===== src/rtl/lif_neuron.sv =====
// Leaky integrate-and-fire neuron: integrates weight on pre_spike, leaks by
// membrane>>LEAK_SHIFT each enabled step, fires a registered one-cycle pulse at threshold.
module lif_neuron #(
    parameter int unsigned WIDTH      = 8,
    parameter int unsigned THRESHOLD  = 200,
    parameter int unsigned LEAK_SHIFT = 3,
    parameter int unsigned REFRACT    = 4
) (
    input  logic             clk,
    input  logic             rst_n,
    input  logic             ena,
    input  logic             clr,
    input  logic             pre_spike,
    input  logic [WIDTH-1:0] weight,
    output logic             post_spike,
    output logic [WIDTH-1:0] membrane,
    output logic             refractory,
    output logic [7:0]       spike_count
);

    localparam int unsigned CW = (REFRACT < 2) ? 1 : $clog2(REFRACT + 1);
    localparam logic [WIDTH-1:0] THR = WIDTH'(THRESHOLD);

    typedef enum logic {
        INTEGRATE  = 1'b0,
        REFRACTORY = 1'b1
    } state_t;

    state_t          state, state_n;
    logic [CW-1:0]   cnt, cnt_n;
    logic [WIDTH-1:0] mem_n;
    logic            post_n;
    logic [7:0]      count_n;
    logic [WIDTH-1:0] leak;
    logic [WIDTH:0]  sum;
    logic [WIDTH-1:0] v_sat;

    // One extra bit catches overflow of membrane+weight before saturating.
    assign leak  = membrane >> LEAK_SHIFT;
    assign sum   = {1'b0, membrane} - {1'b0, leak} + (pre_spike ? {1'b0, weight} : '0);
    assign v_sat = sum[WIDTH] ? '1 : sum[WIDTH-1:0];

    always_ff @(posedge clk or negedge rst_n) begin
        if (!rst_n) begin
            state       <= INTEGRATE;
            cnt         <= '0;
            membrane    <= '0;
            post_spike  <= 1'b0;
            spike_count <= '0;
        end else begin
            state       <= state_n;
            cnt         <= cnt_n;
            membrane    <= mem_n;
            post_spike  <= post_n;
            spike_count <= count_n;
        end
    end

    assign refractory = (state == REFRACTORY);

    always_comb begin
        state_n = state;
        cnt_n   = cnt;
        mem_n   = membrane;
        post_n  = 1'b0;
        count_n = spike_count;
        if (ena) begin
            case (state)
                INTEGRATE: begin
                    if (v_sat >= THR) begin
                        mem_n  = '0;
                        post_n = 1'b1;
                        if (spike_count != 8'hFF)
                            count_n = spike_count + 8'd1;
                        if (REFRACT > 0) begin
                            cnt_n   = CW'(REFRACT);
                            state_n = REFRACTORY;
                        end
                    end else begin
                        mem_n = v_sat;
                    end
                end
                REFRACTORY: begin
                    mem_n = '0;
                    if (cnt <= CW'(1)) begin
                        cnt_n   = '0;
                        state_n = INTEGRATE;
                    end else begin
                        cnt_n = cnt - CW'(1);
                    end
                end
                default: state_n = INTEGRATE;
            endcase
        end
        // Clear overrides everything, including a fire decided this cycle.
        if (clr) begin
            state_n = INTEGRATE;
            cnt_n   = '0;
            mem_n   = '0;
            post_n  = 1'b0;
            count_n = '0;
        end
    end

endmodule


===== config.mk =====
export PLATFORM = sky130hd
export DESIGN_NAME = lif_neuron
export DESIGN_NICKNAME = d
export VERILOG_FILES = /design/src/rtl/lif_neuron.sv
export SDC_FILE = /design/constraint.sdc
export NUM_CORES = 1
export LEC_CHECK = 0
export CAP_MARGIN = 0
export CORE_ASPECT_RATIO = 0.75
export CORE_MARGIN = 2
export CORE_UTILIZATION = 40
export CTS_BUF_LIST = sky130_fd_sc_hd__clkbuf_16
export DETAILED_ROUTE_END_ITERATION = 8
export GPL_ROUTABILITY_DRIVEN = 1
export HOLD_SLACK_MARGIN = 0.05
export PLACE_DENSITY = 0.71
export SLEW_MARGIN = 20
export SYNTH_ARGS = -nofsm -noshare
export SYNTH_HDL_FRONTEND = slang
export SYNTH_SLANG_ARGS = --single-unit

===== constraint.sdc =====
create_clock -name clk -period 7.3 [get_ports clk]
set_input_delay 1.46 -clock clk [delete_from_list [all_inputs] [get_ports clk]]
set_output_delay 1.46 -clock clk [all_outputs]
set_load 0.01 [all_outputs]

# ---- Word level (Yosys, flattened, before mapping)
# Index checks and enable logic that the tools add are counted.
dict set report totals {
  mem_bits_rw 0
  romBits 0
  reg_bits 21
  input_bits 13
  mem_count 0
  wordCells 44
  output_inout_bits 18
  latchBits 0
}
dict set report op_classes {
  mul 0
  magnitude_cmp 2
  n_addsub 4
  n_eq_ne 3
  n_div 0
  mux 24
  shift 0
  bitwise_logic 1
  reduce_logical 5
}
# op n
set ops {}
lappend ops {{2-to-1 mux 8 bit} 10}
lappend ops {{one-hot mux 8 bit (2 select lines)} 1}
lappend ops {{2-to-1 mux 3 bit} 4}
lappend ops {{adder 9 x 8 -> 9 bit} 1}
lappend ops {{subtractor 8 x 5 -> 9 bit} 1}
lappend ops {{adder 8 x 1 -> 8 bit, second input constant} 1}
lappend ops {{>= comparator 8 bit, second input constant} 1}
lappend ops {{inequality test 8 bit, second input constant} 1}
lappend ops {{2-to-1 mux 1 bit} 7}
lappend ops {{one-hot mux 3 bit (2 select lines)} 1}
lappend ops {{nonzero test 2 bit} 3}
lappend ops {{AND reduction 4 bit} 1}
lappend ops {{<= comparator 3 x 1 -> 1 bit, second input constant} 1}
lappend ops {{inequality test 3 bit, second input constant} 1}
lappend ops {{subtractor 3 x 1 -> 3 bit, second input constant} 1}
lappend ops {{inequality test 2 bit, second input constant} 1}
lappend ops {{one-hot mux 1 bit (2 select lines)} 1}
lappend ops {{AND reduction 2 bit} 1}
lappend ops {{inverter 1 bit} 1}

# ---- Longest topological paths before layout
# Gate-level depths: netlist of run 1.
dict set report logic_depth {
  depth_word 8
  ltp_mapped 14
  depth_no_buf 12
}

# ---- Worst setup path before layout of run 1
# OpenSTA, ideal clock, no wires.
dict set report synth_path {
  path_kind {input-to-reg}
  start {input pre_spike}
  end {register spike_count[3]}
  n_path_buf 2
  path_stages 13
  t_arrival_ns 4.547
  slack_ns 2.625
  required_time_ns 7.172
  setup_ns 0.128
  path_cell_list {clkbuf_1 -> nand2_1 -> fa_1 -> inv_1 -> fa_1 -> a21oi_1 -> nor2_1 -> o21a_1 -> or3_4 -> o21a_1 -> buf_6 -> nor4_1 -> mux2_1}
}
dict set report synth_via {
  elab_chain_cells 6
}
# item line
set synth_rtl {}
lappend synth_rtl {{start: declaration} 13} ;# input logic pre_spike,
lappend synth_rtl {{2-to-1 mux 8 bit} 40} ;# assign sum = {1'b0, membrane} - {1'b0, leak} + (pre_spike ? {1'b0, weight} : '0);
lappend synth_rtl {{adder 9 x 8 -> 9 bit} 40}
lappend synth_rtl {{2-to-1 mux 8 bit} 41} ;# assign v_sat = sum[WIDTH] ? '1 : sum[WIDTH-1:0];
lappend synth_rtl {{>= comparator 8 bit} 70} ;# if (v_sat >= THR) begin
lappend synth_rtl {{nonzero test 2 bit (no line)} -}
lappend synth_rtl {{AND reduction 4 bit (no line)} -}
lappend synth_rtl {{end signal: assignment} 55} ;# spike_count <= count_n;
lappend synth_rtl {{end: declaration} 18} ;# output logic [7:0] spike_count
# Every way passes these cells.
# A chain may end at the register's enable or synchronous reset.

# ---- Final worst setup path of run 1
dict set report layout_path {
  start {input pre_spike}
  end {register cnt[0]}
}
dict set report layout_via {
  elab_chain_cells 6
}
# item line
set layout_rtl {}
lappend layout_rtl {{2-to-1 mux 8 bit} 40}
lappend layout_rtl {{adder 9 x 8 -> 9 bit} 40}
lappend layout_rtl {{2-to-1 mux 8 bit} 41}
lappend layout_rtl {{>= comparator 8 bit} 70}
lappend layout_rtl {{inequality test 3 bit (no line)} -}
lappend layout_rtl {{AND reduction 2 bit (no line)} -}
lappend layout_rtl {{end signal: assignment} 52} ;# cnt <= cnt_n;
lappend layout_rtl {{end: declaration} 30} ;# logic [CW-1:0] cnt, cnt_n;
# Every way passes these cells.

==> out/qor.yml, run 1 <==
run_status:
  status: "completed"
pwr:
  fin_total_pwr_mw: 1.09
  vdd_drop_max_v: 0.000208
  power.density_nw_per_um2: 497
  p_leak_nw: 0.975
finish:
  num-fill-cells: 421
  stdcell_count: 289
  layout-area-overhead-vs-synth_pct: 22.9
  final_common_cell: "clkdlybuf4s50_1"
  multi_input_area_um2: 1120
  regArea_um2: 526
  diodes: 0
  drive_above_1_share_pct: 3.45
  final_cell_mix: "clkdlybuf4s50_1 (30), inv_1 (29), dfrtp_1 (21)"
  nNetsFinal: 266
  finalInstanceArea_um2: 2200
die:
  start_util_pct: 40.9
  die_y_um: 62.0
  row_count: 21
  die_w_um: 81.3
  core-area_um2: 4390
  io_pins: 31
  die_area_um2: 5040
critical_path:
  crit_chain: "clkdlybuf4s50_1 -> nand2_1 -> fa_1 -> inv_1 -> fa_1 -> a211oi_1 -> o21ai_1 -> a31oi_1 -> xor2_1 -> o21a_1 -> a21boi_1 -> a211oi_1"
  crit_path_end_kind: "flop"
  critPathSlowestCell: "clkdlybuf4s50_1"
  slowest_delay_ns: 0.60
  cp.arrival_ns: 5.26
  cp-start-kind: "input pin"
  crit_fanout: 11
  crit_required_ns: 7.44
  reg2reg_depth: 11
  critPathKind: "input pin to flop"
synthesis:
  synth_fp_nets: 240
  synth_xor_area_share_pct: 2.44
  synth_top_family_by_area: "compound AO/OA/AOI/OAI gates"
  synth-simple-area-share_pct: 19.0
  synthMuxAreaShare_pct: 1.26
  yosys_warnings: 0
  ys_ff_latch: 21
  synth-compound-area-share_pct: 23.6
  netlist_area_um2: 1790
  ys_types: 51
  async_reset_ff_share_pct: 100
  synth-edff-count: 0
  ys.flop_type: "dfrtp_1"
  syn_area_per_cell_um2: 8.66
  synth_cells: 207
  ys_seq_area_share_pct: 29.3
  synth_fa_ha_area_share_pct: 16.1
sta:
  setup_slack_ns: 2.18
  grt_setup_unrepaired: "no"
  min_period_ns: 5.12
  worstMarginPinSlew_ns: 0.960
  min_period_over_period_pct: 70.1
  final_hold_viol_count: 0
  setup_violations: 0
  fmax_ghz: 0.195
  finalSetupTns_ns: 0
  slew_headroom_pct: 35.8
  worst_clock_skew_ns: 0.00329
  slew_viol_final: 0
run:
  cap_violations: 0
global_route:
  grt_start_max_net_pins: 23
  grt_usage_pct: 17.6
  grt_pass1_vias: 1491
  grt.overflow.total: 0
  antenna_found_initial: 0
  grt_pass1_wl_um: 6810
place:
  dpl-instance-area_um2: 2120
  io_buffers: 30
  dp.final_hpwl_um: 3110
  dp.cells: 285
  routabilityCongestion: 0.957
  post-place-ws_ns: 1.91
cts:
  cts.reportedPaths.clkPinSlew_ns: 0.06
  clockRootBuffer: "clkbuf_16"
  cts_made_buffers: 3
  cts_resized: 0
  postCtsHoldBufs: 0
  post_cts_buffers: 0
  cts_tree: "yes"
  cts.sinks: 21
  clk_latency_ns: 0.25
  clockBufferDepth: 2
  htreeDepth: 1
drt:
  antenna_left: 0
  first_iter_violations: 40
  wl_per_cell_um: 14.1
  via_count: 1578
  wirelength_um: 4090
  viasPerCell: 5.46
  drc_errors: 0
  drt-pass1-iter-count: 4
hold_path:
  whs_path_depth: 1
  hp-class: "flop to flop"
==> kinds of logic (layout without fill, tap and decap cells) <==
logic type,Yosys count,in the layout
compound gates,57,57
buf+inv,38,63
flops,21,21
mux,2,2
fa+ha+maj,20,20
xor+xnor,5,5
simple gates,64,64
==> state kept, by name, summed over array words and instances (netlist names) <==
register,count
membrane,8
refractory,1
cnt,3
post_spike,1
spike_count,8
==> final timing paths <==
kind                            slack [ns]        start             end
worst max-delay path                  2.18    pre_spike          cnt[0]
worst min-delay path                  0.54  membrane[1]     membrane[1]
worst max register to register        3.60  membrane[1]          cnt[0]
worst min register to register        0.54  membrane[1]     membrane[1]
max in group asynchronous             4.97        rst_n          cnt[0]
min in group asynchronous             1.74        rst_n  spike_count[7]
==> cells in the mapped netlist (all sizes together) (5+ instances only) <==
library cell	count	share of area (%)
nor2b	6	2.1
ha	15	10
inv	29	6.1
clkbuf	8	1.7
o21ai	6	1.9
a22o	6	2.9
a21oi	9	2.5
a21o	5	2.1
nand2	17	3.6
nor2	10	2.1
nand3	5	1.4
dfrtp	21	29
nand2b	5	1.7
fa	5	5.6
==> routing by layer <==
layer / track usage [%] / vias to the layer above / routed length, µm
met3: 4.62 / 0 / 209
met5: 0 / - / 0
met1: 26.3 / 743 / 2210
met4: 2.91 / 0 / 0
li1: - / 794 / -
met2: 26.1 / 41 / 1670
==> worst max-delay path: cells and delay by family <==
family | cells | cell delay, ns
compound gates | 6 | 1.48
xor+xnor | 1 | 0.55
fa+ha+maj | 2 | 1.00
buf+inv | 2 | 0.67
simple gates | 1 | 0.10
==> metrics by stage <==
step / hold WS, ns / utilization (%)
3_5_place_dp: 0.527 / 48.4
3_3_place_gp: 0.525 / 48.4
2_1_floorplan: 0.499 / -
5_1_grt: 0.568 / 50.2
6_report: 0.542 / 50.2
4_1_cts: 0.540 / 50.2
==> final cells by class <==
type / instances / share of cell area (%)
clock buffers: 3 / 3.41
clock inverters: 1 / 0.227
inverters: 29 / 4.94
multi-input cells: 148 / 50.7
flip-flops and latches: 21 / 23.9
well taps: 57 / 3.24
repair buffers: 30 / 13.6
==> where the power goes <==
part	internal, mW	total, mW	switching (mW)
registers	0.147	0.184	0.0374
logic	0.340	0.793	0.453
clock network	0.0736	0.117	0.0438
total	0.560	1.09	0.535
No activity file was read; power rests on OpenSTA's default activity.
==> run 2, diff against run 1 <==
--- a/config.mk
+++ b/config.mk
@@ -13,7 +13,7 @@
 export DETAILED_ROUTE_END_ITERATION = 8
 export GPL_ROUTABILITY_DRIVEN = 1
 export HOLD_SLACK_MARGIN = 0.05
-export PLACE_DENSITY = 0.71
+export PLACE_DENSITY = 0.74
 export SLEW_MARGIN = 20
 export SYNTH_ARGS = -nofsm -noshare
 export SYNTH_HDL_FRONTEND = slang
==> constraint.sdc (replaced) <==
create_clock -name clk -period 4.3 [get_ports clk]
set_input_delay 0.86 -clock clk [delete_from_list [all_inputs] [get_ports clk]]
set_output_delay 0.86 -clock clk [all_outputs]
set_load 0.01 [all_outputs]
==> out/qor.yml, run 2 (synthesized netlist as in run 1, its figures left out) <==
finish:
  finish.utilization_pct: 55.1
  reg_top3: "membrane (8), spike_count (8), cnt (3)"
  nNetsFinal: 292
  num-fill-cells: 402
  layout-area-overhead-vs-synth_pct: 34.9
  drive_above_1_share_pct: 15.1
  final_cell_mix: "clkdlybuf4s50_1 (30), inv_1 (29), buf_4 (26)"
  final_common_cell: "clkdlybuf4s50_1"
  diodes: 0
hold_path:
  hp-class: "flop to flop"
  whs_path_depth: 1
  holdPathEnd: "spike_count[7]"
  hp-start: "spike_count[7]"
critical_path:
  critPathKind: "input pin to flop"
  crit_required_ns: 4.43
  cp-start-kind: "input pin"
  cp.arrival_ns: 4.30
  crit_buf_inv: 3
  r2r-start: "membrane[4]"
  crit_fanout: 9
  critPathSlowestCell: "clkdlybuf4s50_1"
  crit_path_end_kind: "flop"
  r2r_slack_ns: 0.83
  crit_chain: "clkdlybuf4s50_1 -> buf_4 -> nand2_1 -> fa_1 -> inv_1 -> ha_1 -> and2_1 -> a311o_1 -> o21a_1 -> or3_4 -> o21a_2 -> nor4_2 -> mux2_1"
  r2r-end: "spike_count[5]"
  reg2reg_depth: 11
  slowest_delay_ns: 0.48
  path_delay_family: "simple AND/OR/NAND/NOR gates"
global_route:
  antenna_found_initial: 0
  grt_pass1_vias: 1544
  grt_start_max_net_pins: 23
  grt_pass1_wl_um: 7160
  grt.overflow.total: 0
  grt_usage_pct: 18.2
sta:
  min_period_ns: 4.17
  slew_viol_final: 0
  fmax_ghz: 0.240
  slew_headroom_pct: 37.0
  min_period_over_period_pct: 96.9
  grt_setup_unrepaired: "no"
  final_hold_viol_count: 0
  worst_clock_skew_ns: 0.00229
  worstMarginPinSlew_ns: 0.942
  setup_violations: 0
cts:
  cts_tree: "yes"
  clockBufferDepth: 2
  htreeDepth: 1
  clk_latency_ns: 0.25
  clockRootBuffer: "clkbuf_16"
  cts.sinks: 21
  cts.reportedPaths.clkPinSlew_ns: 0.06
  cts_made_buffers: 3
  postCtsHoldBufs: 0
pwr:
  power.density_nw_per_um2: 947
  fin_total_pwr_mw: 2.29
  vdd_drop_max_v: 0.000332
  p_leak_nw: 1.10
drt:
  wl_per_cell_um: 13.5
  drc_errors: 0
  first_iter_violations: 75
  wirelength_um: 4250
  via_count: 1664
  viasPerCell: 5.28
  antenna_left: 0
  drt-pass1-iter-count: 4
die:
  die_w_um: 81.3
  io_pins: 31
  die_y_um: 62.0
  row_count: 21
  die_area_um2: 5040
  core-area_um2: 4390
  start_util_pct: 40.9
run_status:
  status: "completed"
run:
  cap_violations: 0
place:
  io_buffers: 30
  dp.final_hpwl_um: 3330
  routabilityCongestion: 0.910
run 2: cell types whose count changed in the layout (fill, tap and decap cells not counted):
cell and delta:
a21oi_1 -1, a21oi_2 +1, buf_4 +26, fa_1 -1
fa_2 +1, nor4_1 -2, nor4_2 +2, o21a_1 -1
o21a_2 +1
run 2: worst max path at each step:
stage	from	end	slack, ns	cells after the start
6_report	pre_spike	spike_count[5]	0.13	13
5_1_grt	pre_spike	spike_count[3]	0.02	13
3_3_place_gp	pre_spike	spike_count[3]	-0.14	14
2_1_floorplan	pre_spike	spike_count[3]	0.23	13
3_5_place_dp	pre_spike	spike_count[5]	-0.22	16
4_1_cts	pre_spike	spike_count[5]	0.03	16
run 2: layer usage:
| layer | GRT usage [%] | share of wire (%) |
|---|---|---|
| met1 | 28.6 | 52 |
| met2 | 27.3 | 43 |
| met3 | 3.18 | 4.8 |
| met4 | 0.726 | 0 |
| met5 | 0 | 0 |
run 2: final cells by class:
type                       instances  area, µm²  area share [%]
multi-input combinational        148       1140            47.0
sequential                        21        526            21.7
timing repair buffer              56        495            20.5
inverter                          29        109            4.50
clock buffer                       3       75.1            3.10
tap                               57       71.3            2.95
clock inverter                     1       5.00           0.207
run 2: repair_timing:
| action | in CTS | in global routing |
|---|---|---|
| endpoints found under the setup margin | 0 | 16 |
| buffers inserted | 0 | 0 |
| gates resized for setup | 0 | 5 |
run 2: report_power, final:
| group | total [mW] | switching, mW | leakage [nW] | internal (mW) |
|---|---|---|---|---|
| logic | 1.78 | 0.866 | 0.772 | 0.919 |
| clock network | 0.193 | 0.0679 | 0.0409 | 0.125 |
| registers | 0.313 | 0.0637 | 0.288 | 0.249 |
run 2: through the flow:
step                instances  setup TNS [ns]  setup WS [ns]  hold slack (ns)  cell area, µm²
floorplan                 207               0          0.225            0.499            1790
global placement          311          -0.634         -0.142            0.519            2320
detailed placement        311           -1.41         -0.219            0.515            2320
CTS                       315               0         0.0312            0.531            2400
global route              315               0         0.0156            0.563            2420
finish                    315               0          0.133            0.528            2420
==> run 3, diff against run 2 <==
--- a/config.mk
+++ b/config.mk
@@ -5,7 +5,7 @@
 export SDC_FILE = /design/constraint.sdc
 export NUM_CORES = 1
 export LEC_CHECK = 0
-export CAP_MARGIN = 0
+export CAP_MARGIN = 20
 export CORE_ASPECT_RATIO = 0.75
 export CORE_MARGIN = 2
 export CORE_UTILIZATION = 40
==> results of run 3 <==
The final DEF is identical to that of run 2; final timing and power are the same.
